File: src/rtl/comp_filt_pkg.sv
// rtl/comp_filt_pkg.sv - shared types and codes for the complementary filter
package comp_filt_pkg;

  typedef enum logic [1:0] {
    ST_IDLE,
    ST_ISSUE,
    ST_DRAIN,
    ST_OUT
  } state_t;

  localparam logic [1:0] DIR_FWD  = 2'd0;
  localparam logic [1:0] DIR_REV  = 2'd1;
  localparam logic [1:0] DIR_STOP = 2'd2;

  localparam int Q_FRAC_DEFAULT = 16;
  localparam int Q_ONE_DEFAULT  = 1 << Q_FRAC_DEFAULT;

endpackage

File: src/rtl/cf_mul.sv
// rtl/cf_mul.sv - pipelined signed multiplier, result floored by >>> FRAC_W
module cf_mul #(
  parameter int DATA_W  = 32,
  parameter int FRAC_W  = 16,
  parameter int MUL_LAT = 2,
  parameter int OUT_W   = DATA_W + 2
) (
  input  logic                     clk,
  input  logic                     rst,
  input  logic signed [DATA_W-1:0] a,
  input  logic signed [DATA_W-1:0] b,
  input  logic                     in_valid,
  input  logic                     in_last,
  output logic signed [OUT_W-1:0]  p,
  output logic                     out_valid,
  output logic                     out_last
);

  logic signed [2*DATA_W-1:0] prod_full;
  logic signed [OUT_W-1:0]    pipe [MUL_LAT];
  logic [MUL_LAT-1:0]         vld;
  logic [MUL_LAT-1:0]         lst;

  assign prod_full = (2*DATA_W)'(a) * (2*DATA_W)'(b);

  // valid/last travel alongside the product so the consumer never counts cycles
  always_ff @(posedge clk or posedge rst) begin
    if (rst) begin
      vld <= '0;
      lst <= '0;
      for (int i = 0; i < MUL_LAT; i++) pipe[i] <= '0;
    end else begin
      pipe[0] <= OUT_W'(prod_full >>> FRAC_W);
      vld[0]  <= in_valid;
      lst[0]  <= in_valid && in_last;
      for (int i = 1; i < MUL_LAT; i++) begin
        pipe[i] <= pipe[i-1];
        vld[i]  <= vld[i-1];
        lst[i]  <= lst[i-1];
      end
    end
  end

  assign p         = pipe[MUL_LAT-1];
  assign out_valid = vld[MUL_LAT-1];
  assign out_last  = lst[MUL_LAT-1];

endmodule

File: src/rtl/comp_filter_mc.sv
// rtl/comp_filter_mc.sv - multi-channel complementary filter, one shared multiplier
// Optional COMP_FILT_HYST_EN adds hysteresis to the tilt-direction output.
module comp_filter_mc
  import comp_filt_pkg::*;
#(
  parameter int NCH     = 3,
  parameter int DATA_W  = 32,
  parameter int FRAC_W  = Q_FRAC_DEFAULT,
  parameter int K_ANG   = 58982,
  parameter int K_GYR   = 2949,
  parameter int K_ACC   = 6554,
  parameter int MUL_LAT = 2,
  parameter int DIR_TH  = 327680
`ifdef COMP_FILT_HYST_EN
  , parameter int DIR_HYS = 65536
`endif
) (
  input  logic                  clk,
  input  logic                  rst,
  input  logic                  in_valid,
  output logic                  in_ready,
  input  logic [NCH*DATA_W-1:0] acc_angle,
  input  logic [NCH*DATA_W-1:0] gyro_rate,
  output logic                  out_valid,
  output logic [NCH*DATA_W-1:0] angle_out,
  output logic [NCH*2-1:0]      dir
);

  localparam int SUM_W = DATA_W + 2;
  localparam int CH_W  = (NCH > 1) ? $clog2(NCH) : 1;
  localparam int PH_W  = (MUL_LAT > 3) ? $clog2(MUL_LAT) : 2;

  localparam logic signed [DATA_W-1:0] KA  = DATA_W'(K_ANG);
  localparam logic signed [DATA_W-1:0] KG  = DATA_W'(K_GYR);
  localparam logic signed [DATA_W-1:0] KC  = DATA_W'(K_ACC);
  localparam logic signed [DATA_W-1:0] TH  = DATA_W'(DIR_TH);
  localparam logic signed [DATA_W-1:0] NTH = -DATA_W'(DIR_TH);
`ifdef COMP_FILT_HYST_EN
  localparam logic signed [DATA_W-1:0] TH_LO  = DATA_W'(DIR_TH - DIR_HYS);
  localparam logic signed [DATA_W-1:0] NTH_LO = -DATA_W'(DIR_TH - DIR_HYS);
`endif
  localparam logic signed [SUM_W-1:0] SAT_MAX = {3'b000, {(DATA_W-1){1'b1}}};
  localparam logic signed [SUM_W-1:0] SAT_MIN = {3'b111, {(DATA_W-1){1'b0}}};

  state_t                    state;
  logic [CH_W-1:0]           ch;
  logic [PH_W-1:0]           ph;
  logic                      seeded;
  logic signed [DATA_W-1:0]  acc_q  [NCH];
  logic signed [DATA_W-1:0]  rate_q [NCH];
  logic signed [DATA_W-1:0]  ang_q  [NCH];
  logic signed [SUM_W-1:0]   sum_q;
  logic signed [SUM_W-1:0]   sum_nxt;
  logic signed [DATA_W-1:0]  mul_a;
  logic signed [DATA_W-1:0]  mul_b;
  logic signed [SUM_W-1:0]   mul_p;
  logic                      mul_v;
  logic                      mul_last;

  function automatic logic signed [DATA_W-1:0] sat(input logic signed [SUM_W-1:0] s);
    if (s > SAT_MAX)      return DATA_W'(SAT_MAX);
    else if (s < SAT_MIN) return DATA_W'(SAT_MIN);
    else                  return DATA_W'(s);
  endfunction

  // issue order per channel: previous angle, gyro rate, accel angle
  always_comb begin
    mul_a = ang_q[ch];
    mul_b = KA;
    case (ph)
      PH_W'(0): begin mul_a = ang_q[ch];  mul_b = KA; end
      PH_W'(1): begin mul_a = rate_q[ch]; mul_b = KG; end
      default:  begin mul_a = acc_q[ch];  mul_b = KC; end
    endcase
  end

  cf_mul #(
    .DATA_W  (DATA_W),
    .FRAC_W  (FRAC_W),
    .MUL_LAT (MUL_LAT),
    .OUT_W   (SUM_W)
  ) u_mul (
    .clk       (clk),
    .rst       (rst),
    .a         (mul_a),
    .b         (mul_b),
    .in_valid  (state == ST_ISSUE),
    .in_last   (ph == PH_W'(2)),
    .p         (mul_p),
    .out_valid (mul_v),
    .out_last  (mul_last)
  );

  assign sum_nxt = sum_q + mul_p;

  // last product lands in the final drain cycle, while ch still names this channel
  always_ff @(posedge clk or posedge rst) begin
    if (rst) begin
      sum_q <= '0;
      for (int i = 0; i < NCH; i++) ang_q[i] <= '0;
    end else if (mul_v) begin
      if (mul_last) begin
        ang_q[ch] <= seeded ? sat(sum_nxt) : acc_q[ch];
        sum_q     <= '0;
      end else begin
        sum_q <= sum_nxt;
      end
    end
  end

  always_ff @(posedge clk or posedge rst) begin
    if (rst) begin
      state     <= ST_IDLE;
      ch        <= '0;
      ph        <= '0;
      seeded    <= 1'b0;
      in_ready  <= 1'b1;
      out_valid <= 1'b0;
      angle_out <= '0;
      dir       <= {NCH{DIR_STOP}};
      for (int i = 0; i < NCH; i++) begin
        acc_q[i]  <= '0;
        rate_q[i] <= '0;
      end
    end else begin
      out_valid <= 1'b0;
      case (state)
        ST_IDLE: begin
          if (in_valid && in_ready) begin
            for (int i = 0; i < NCH; i++) begin
              acc_q[i]  <= acc_angle[i*DATA_W +: DATA_W];
              rate_q[i] <= gyro_rate[i*DATA_W +: DATA_W];
            end
            in_ready <= 1'b0;
            ch       <= '0;
            ph       <= '0;
            state    <= ST_ISSUE;
          end
        end
        ST_ISSUE: begin
          if (ph == PH_W'(2)) begin
            ph    <= '0;
            state <= ST_DRAIN;
          end else begin
            ph <= ph + 1'b1;
          end
        end
        ST_DRAIN: begin
          if (ph == PH_W'(MUL_LAT-1)) begin
            ph <= '0;
            if (ch == CH_W'(NCH-1)) begin
              state <= ST_OUT;
            end else begin
              ch    <= ch + 1'b1;
              state <= ST_ISSUE;
            end
          end else begin
            ph <= ph + 1'b1;
          end
        end
        default: begin
          for (int i = 0; i < NCH; i++) begin
            angle_out[i*DATA_W +: DATA_W] <= ang_q[i];
            if (ang_q[i] > TH)       dir[2*i +: 2] <= DIR_FWD;
            else if (ang_q[i] < NTH) dir[2*i +: 2] <= DIR_REV;
`ifdef COMP_FILT_HYST_EN
            else if (!((dir[2*i +: 2] == DIR_FWD && ang_q[i] >= TH_LO) ||
                       (dir[2*i +: 2] == DIR_REV && ang_q[i] <= NTH_LO)))
              dir[2*i +: 2] <= DIR_STOP;
`else
            else                     dir[2*i +: 2] <= DIR_STOP;
`endif
          end
          seeded    <= 1'b1;
          out_valid <= 1'b1;
          in_ready  <= 1'b1;
          state     <= ST_IDLE;
        end
      endcase
    end
  end

endmodule
File: config.mk
export PLATFORM = sky130hd
export DESIGN_NAME = comp_filter_mc
export DESIGN_NICKNAME = d
export VERILOG_FILES = /design/src/rtl/comp_filt_pkg.sv /design/src/rtl/cf_mul.sv /design/src/rtl/comp_filter_mc.sv
export SDC_FILE = /design/constraint.sdc
export NUM_CORES = 2
export LEC_CHECK = 0
export CORE_MARGIN = 8
export CORE_UTILIZATION = 60
export CTS_CLUSTER_DIAMETER = 150
export DETAILED_ROUTE_END_ITERATION = 8
export PLACE_DENSITY = 0.83
export SLEW_MARGIN = 20
export SYNTH_ARGS = -nofsm -noshare
export SYNTH_HDL_FRONTEND = slang
export SYNTH_HIERARCHICAL = 1
export SYNTH_SLANG_ARGS = --single-unit
File: constraint.sdc
create_clock -name clk -period 19.1 [get_ports clk]
set_clock_uncertainty 0.15 [all_clocks]
set_input_delay 2.865 -clock clk [delete_from_list [all_inputs] [get_ports clk]]
set_output_delay 2.865 -clock clk [all_outputs]
set_load 0.03 [all_outputs]
# Word-level counts from Yosys, hierarchy flattened
# Index checks and enable logic that the tools add are counted.
word_totals:
  input_bits: 195
  word_cells: 103
  output_inout_bits: 104
  reg_bits: 505
classes:
  n_reduce_logical: 15
  n_eq_ne: 9
  bitwise: 2
  n_lt_le_gt_ge: 10
  n_mux: 41
  mul: 1
  add_sub_neg: 3
op_table:
  columns: ["operator", "count"]
  rows:
  - ["two-way mux 32 bit", 12]
  - ["binary-select mux 32 bit (select 2 bit)", 3]
  - ["bitwise mux 96 bit", 1]
  - ["> comparator 32 x 20 -> 1 bit (second input constant)", 3]
  - ["less-than comparator 32 x 20 -> 1 bit (second input constant)", 3]
  - ["demux 32 bit (select 2 bit)", 1]
  - ["case mux 32 bit (2 select lines)", 1]
  - ["multiplier 32 x 17 -> 49 bit", 1]
  - ["adder 34 bit", 1]
  - ["> comparator 34 x 32 -> 1 bit (second input constant)", 1]
  - ["less-than comparator 34 x 32 -> 1 bit (second input constant)", 1]
  - ["two-way mux 34 bit", 1]
  - ["case mux 16 bit (2 select lines)", 1]
  - ["two-way mux 2 bit", 15]
  - ["case mux 2 bit (3 select lines)", 2]
  - ["inequality test 2 bit (second input constant)", 4]
  - ["AND reduction 2 bit", 4]
  - ["equality test 2 bit (second input constant)", 3]
  - ["adder 2 x 1 -> 2 bit (second input constant)", 2]
  - ["equality test 2 x 1 -> 1 bit (second input constant)", 2]
  - ["zero test 2 bit", 2]
  - ["case mux 2 bit (2 select lines)", 1]
  - ["AND reduction 4 bit", 1]
  - [">= comparator 3 bit (second input constant)", 1]
  - ["11 further kinds", 14]

# Depth between registers and ports, before layout
logic_depth:
  depth_word: 8
  depth_mapped: 34
  depth_no_buf: 30

# By module
# Netlist, hierarchy kept.
by_module_without_submodules:
  columns: ["mod", "cells_per_inst", "n_inst", "area_per_inst_um2"]
  rows:
  - ["cf_mul", 3353, 1, 31876.8]
  - ["comp_filter_mc", 1794, 1, 21415.5]

# Worst setup path after synthesis
# No wires, ideal clock.
synth_path:
  kind: "reg-to-reg"
  startpoint: "reg ch[1]"
  endpoint: "reg u_mul/pipe[55] (netlist name)"
  period_less_slack_ns: 9.248
  arrival_time_ns: 9.018
  path_stages_with_launch: 32
  required_ns: 18.870
  setup_time_ns: 0.080
  path_slack_ns: 9.852
  path_cell_list: "dfrtp_1 -> clkbuf_1 -> buf_1 -> buf_1 -> buf_1 -> mux4_2 -> a221oi_1 -> a21oi_1 -> clkbuf_1 -> and2_1 -> fa_1 -> fa_1 -> inv_1 -> fa_1 -> fa_1 -> fa_1 -> inv_1 -> fa_1 -> inv_1 -> fa_1 -> fa_1 -> inv_1 -> ha_1 -> clkbuf_1 -> nand4_1 -> nor3_1 -> a2111oi_4 -> a21oi_2 -> or4_4 -> a31o_1 -> a21oi_2 -> xnor2_1"
synth_via:
  elab_chain_cells: 6
synth_rtl:
  columns: ["element", "line", "rtl"]
  rows:
  - ["from (decl)", "comp_filter_mc.sv:46", "logic [CH_W-1:0] ch;"]
  - ["from (signal assigned)", "comp_filter_mc.sv:154", "ch <= ch + 1'b1;"]
  - ["inverter 2 -> 3 bit (implied by the code) (*)", "comp_filter_mc.sv:71, comp_filter_mc.sv:72, comp_filter_mc.sv:73", null]
  - ["binary-select mux 32 bit (select 2 bit), on equally long branches", "comp_filter_mc.sv:73, comp_filter_mc.sv:71, comp_filter_mc.sv:72", null]
  - ["two-way mux 32 bit, on equally long branches (2 in series)", "comp_filter_mc.sv:73, comp_filter_mc.sv:71, comp_filter_mc.sv:72", null]
  - ["case mux 32 bit (2 select lines) (*)", "comp_filter_mc.sv:70", "case (ph)"]
  - ["net mul_a[14]", "comp_filter_mc.sv:54", "logic signed [DATA_W-1:0] mul_a;"]
  - ["multiplier 32 x 17 -> 49 bit (*)", "cf_mul.sv:24", "assign prod_full = (2*DATA_W)'(a) * (2*DATA_W)'(b);"]
  - ["net u_mul.prod_full[37]", "cf_mul.sv:19", "logic signed [2*DATA_W-1:0] prod_full;"]
  - ["to (signal, indexed assignment)", "cf_mul.sv:37", "pipe[i] <= pipe[i-1];"]
  - ["to (decl)", "cf_mul.sv:20", "logic signed [OUT_W-1:0] pipe [MUL_LAT];"]
# The timed path passes the listed nets; every way through them passes the cells marked *. The select of a mux whose other input is x is not followed.
# A chain may end at the register's enable or synchronous reset.

# Final worst setup path
layout_path:
  startpoint: "reg ch[0]"
  endpoint: "reg u_mul/pipe[58] (netlist name)"
# Same word-level chain as after synthesis.

==> flow_metrics.py <==
metrics = {
    "logic_synthesis": {
        "netlist_top_cells_count": "895 x inv_1, 879 x fa_1, 585 x nand2_1",
        "synth_most_common_cell": "inv_1",
        "ys_top_cells_by_area": "fa_1 33%, dfrtp_1 24%, mux2_2 6.7%, inv_1 6.3%, and2_1 5.3%",
        "synth_flop_cell": "dfrtp_1",
        "syn_area_per_cell_um2": 10.4,
        "synth_top_cell_by_area": "fa_1",
        "syn_area_mm2": 0.0533,
        "synth_compound_area_share_pct": 6.63,
        "yosys_register_bits": 505,
        "synth_top_area_share_pct": 33.0,
        "synthArstFlopShare_pct": 100,
        "synth.mux.area_fraction_pct": 8.95,
        "synth_edf_count": 0,
        "synthAdderAreaFrac_pct": 37.8,
        "synthXorXnorAreaFrac_pct": 1.67,
        "synth_top_family_by_area": "adder cells",
        "synth_seq_area_share_pct": 23.7,
        "yosys_warnings": 6,
        "yosys.cell_types.count": 83,
        "synth_cells": 5147,
        "synth_simple_gate_area_share_pct": 12.3,
    },
    "floorplanning": {
        "start_util_pct": 60.4,
        "coreArea_mm2": 0.0882,
        "rows": 109,
        "die-height_um": 314,
        "ios": 299,
        "die_area_mm2": 0.0986,
        "die_w_um": 314,
    },
    "clock_tree": {
        "cts_buffer_depth": 3,
        "cts_made_buffers": 51,
        "post_cts_resize_count": 0,
        "cts_setup_buffers": 0,
        "cts_max_level": 2,
        "cts_num_sinks": 505,
        "cts_hold_buf": 0,
        "clkSlewWorstSetupHoldPaths_ns": 0.07,
        "tritoncts": "yes",
        "clk-insertion-delay-late_ns": 0.61,
        "ctsRootBufferMaster": "clkbuf_16",
    },
    "timing": {
        "rsz0062_at_grt": "false",
        "maxSlewViolCount": 0,
        "max-slew-margin-rel_pct": 22.4,
        "fin_crit_ns": 10.31,
        "timing.final.hold_violations": 0,
        "worst_pin_slew_ns": 1.16,
        "fin_crit_sh_pct": 54.0,
        "tns_ns": 0,
        "max_freq_ghz": 0.0970,
        "setup_viol": 0,
    },
    "routing": {
        "drt_iter0_drc": 3913,
        "vias": 39000,
        "viasPerCell": 6.00,
        "routed_wl_um": 155000,
        "drt-pass1-iter-count": 8,
        "ant_nets": 0,
        "wl_per_cell_um": 23.9,
        "route.detailed.drc": 0,
    },
    "grt": {
        "grt_pass1_wl_um": 243000,
        "track_usage_pct": 31.6,
        "grt_pass1_vias": 42300,
        "grt_overflow": 0,
        "antenna_found_initial": 13,
        "grt_max_degree": 194,
    },
    "setup_path": {
        "crit_fanout": 64,
        "worst_ep_required_time_ns": 19.43,
        "critPathLaunchType": "flop",
        "critPathSlowestCell": "a21oi_4",
        "r2r_slack_ns": 8.79,
        "critPathTopFamily": "adder cells",
        "cpPeakStageDelay_ns": 0.91,
        "path_class": "reg2reg",
        "cp.arrival_ns": 10.64,
        "cp_num_buf_inv": 7,
        "cpMostUsedCell": "fa_1",
        "end_kind": "flop",
    },
    "place": {
        "portBuffers": 298,
        "place_congestion": 0.957,
        "hpwlAfterDp_um": 115000,
    },
    "hold_path": {
        "hold_path_class": "reg2reg",
    },
    "status": {
        "status": "finished clean",
    },
    "final_layout": {
        "layout-drive-gt1-share_pct": 10.8,
        "final_nets": 6567,
        "area_growth_pct": 10.9,
        "fillCellCount": 6422,
    },
    "run": {
        "drv_cap": 0,
    },
}
## metrics by stage
| step | utilization [%] | setup WS, ns | instances | hold WS [ns] | area (um^2) |
|---|---|---|---|---|---|
| final | 67.0 | 8.79 | 6503 | 0.184 | 59100 |
| after global routing | 67.0 | 8.41 | 6502 | 0.196 | 59100 |
| after CTS | 66.9 | 8.85 | 6493 | 0.185 | 59000 |
| after detailed placement | 64.8 | 8.90 | 6399 | 0.185 | 57200 |
| after global placement | 64.8 | 9.10 | 6399 | 0.182 | 57200 |
| after floorplan | - | 4.03 | 5212 | 0.181 | 53500 |
## registers in the layout, summed over array words and instances, names as in the netlist, 2 cells and up
register / count
u_mul/pipe: 34
sum_q: 34
rate_q: 96
dir: 6
u_mul/lst: 2
u_mul/p: 34
ang_q: 96
state: 2
ph: 2
angle_out: 96
ch: 2
acc_q: 96
u_mul/vld: 2
## kinds of logic after synthesis
| logic type | Yosys count |
|---|---|
| AOI/OAI and AO/OA | 514 |
| xor gates and xnor gates | 101 |
| adders and majority gates | 1084 |
| buffers and inverters | 1224 |
| DFF | 505 |
| muxes | 397 |
| other | 1 |
| and+or+nand+nor | 1321 |
## final cells by class
type | instances | area [um^2] | area share [%]
multi-input cells | 3483 | 36300 | 61.5
well taps | 1165 | 1460 | 2.47
clock buffers | 66 | 1420 | 2.39
inverters | 897 | 3370 | 5.71
clock inverters | 28 | 392 | 0.663
diodes | 9 | 22.5 | 0.0381
repair buffers | 350 | 3430 | 5.80
flip-flops and latches | 505 | 12700 | 21.4
## cells in the final DEF, fill, tap and decap left out, drive strengths merged, types with 6 or more instances in the layout
cell type	instances
a22o	42
nand3	35
or2	17
xor2	30
dfrtp	501
fa	879
and3	13
clkbuf	66
clkdlybuf4s50	298
bufinv	9
a221oi	35
nand2	585
o21a	18
o31ai	23
clkinv	15
a211oi	21
o211ai	13
nor4	23
a21oi	147
buf	52
conb	66
nor3	16
nand2b	20
o21bai	6
a21o	30
nor2	100
a31oi	18
diode	9
ha	205
mux4	32
mux2	318
nor2b	17
xnor2	71
mux2i	47
o21ai	88
inv	898
and2	449
o22ai	38
nand4	26
## final timing paths
| check | end | cells past startpoint | from |
|---|---|---|---|
| min in group asynchronous | acc_q[13]$_DFFE_PP0P_ | 2 | rst |
| setup reg to reg | u_mul/pipe[58]$_DFF_PP0_ | 28 | ch[0]$_DFFE_PP0P_ |
| hold reg to reg | u_mul/p[18]$_DFF_PP0_ | 0 | u_mul/pipe[52]$_DFF_PP0_ |
| max in group asynchronous | rate_q[18]$_DFFE_PP0P_ | 4 | rst |
| setup / recovery | u_mul/pipe[58]$_DFF_PP0_ | 28 | ch[0]$_DFFE_PP0P_ |
| hold / removal | u_mul/p[18]$_DFF_PP0_ | 0 | u_mul/pipe[52]$_DFF_PP0_ |
## per-layer routing
metal	track usage, %	wire length, um
met3	6.37	14400
met5	0	0
met4	17.4	10400
met2	51.9	74600
met1	39.3	55700
Power is left out: the tool's default activity adds up to more than one toggle a clock period on the data nets, which glitch-free logic cannot reach.
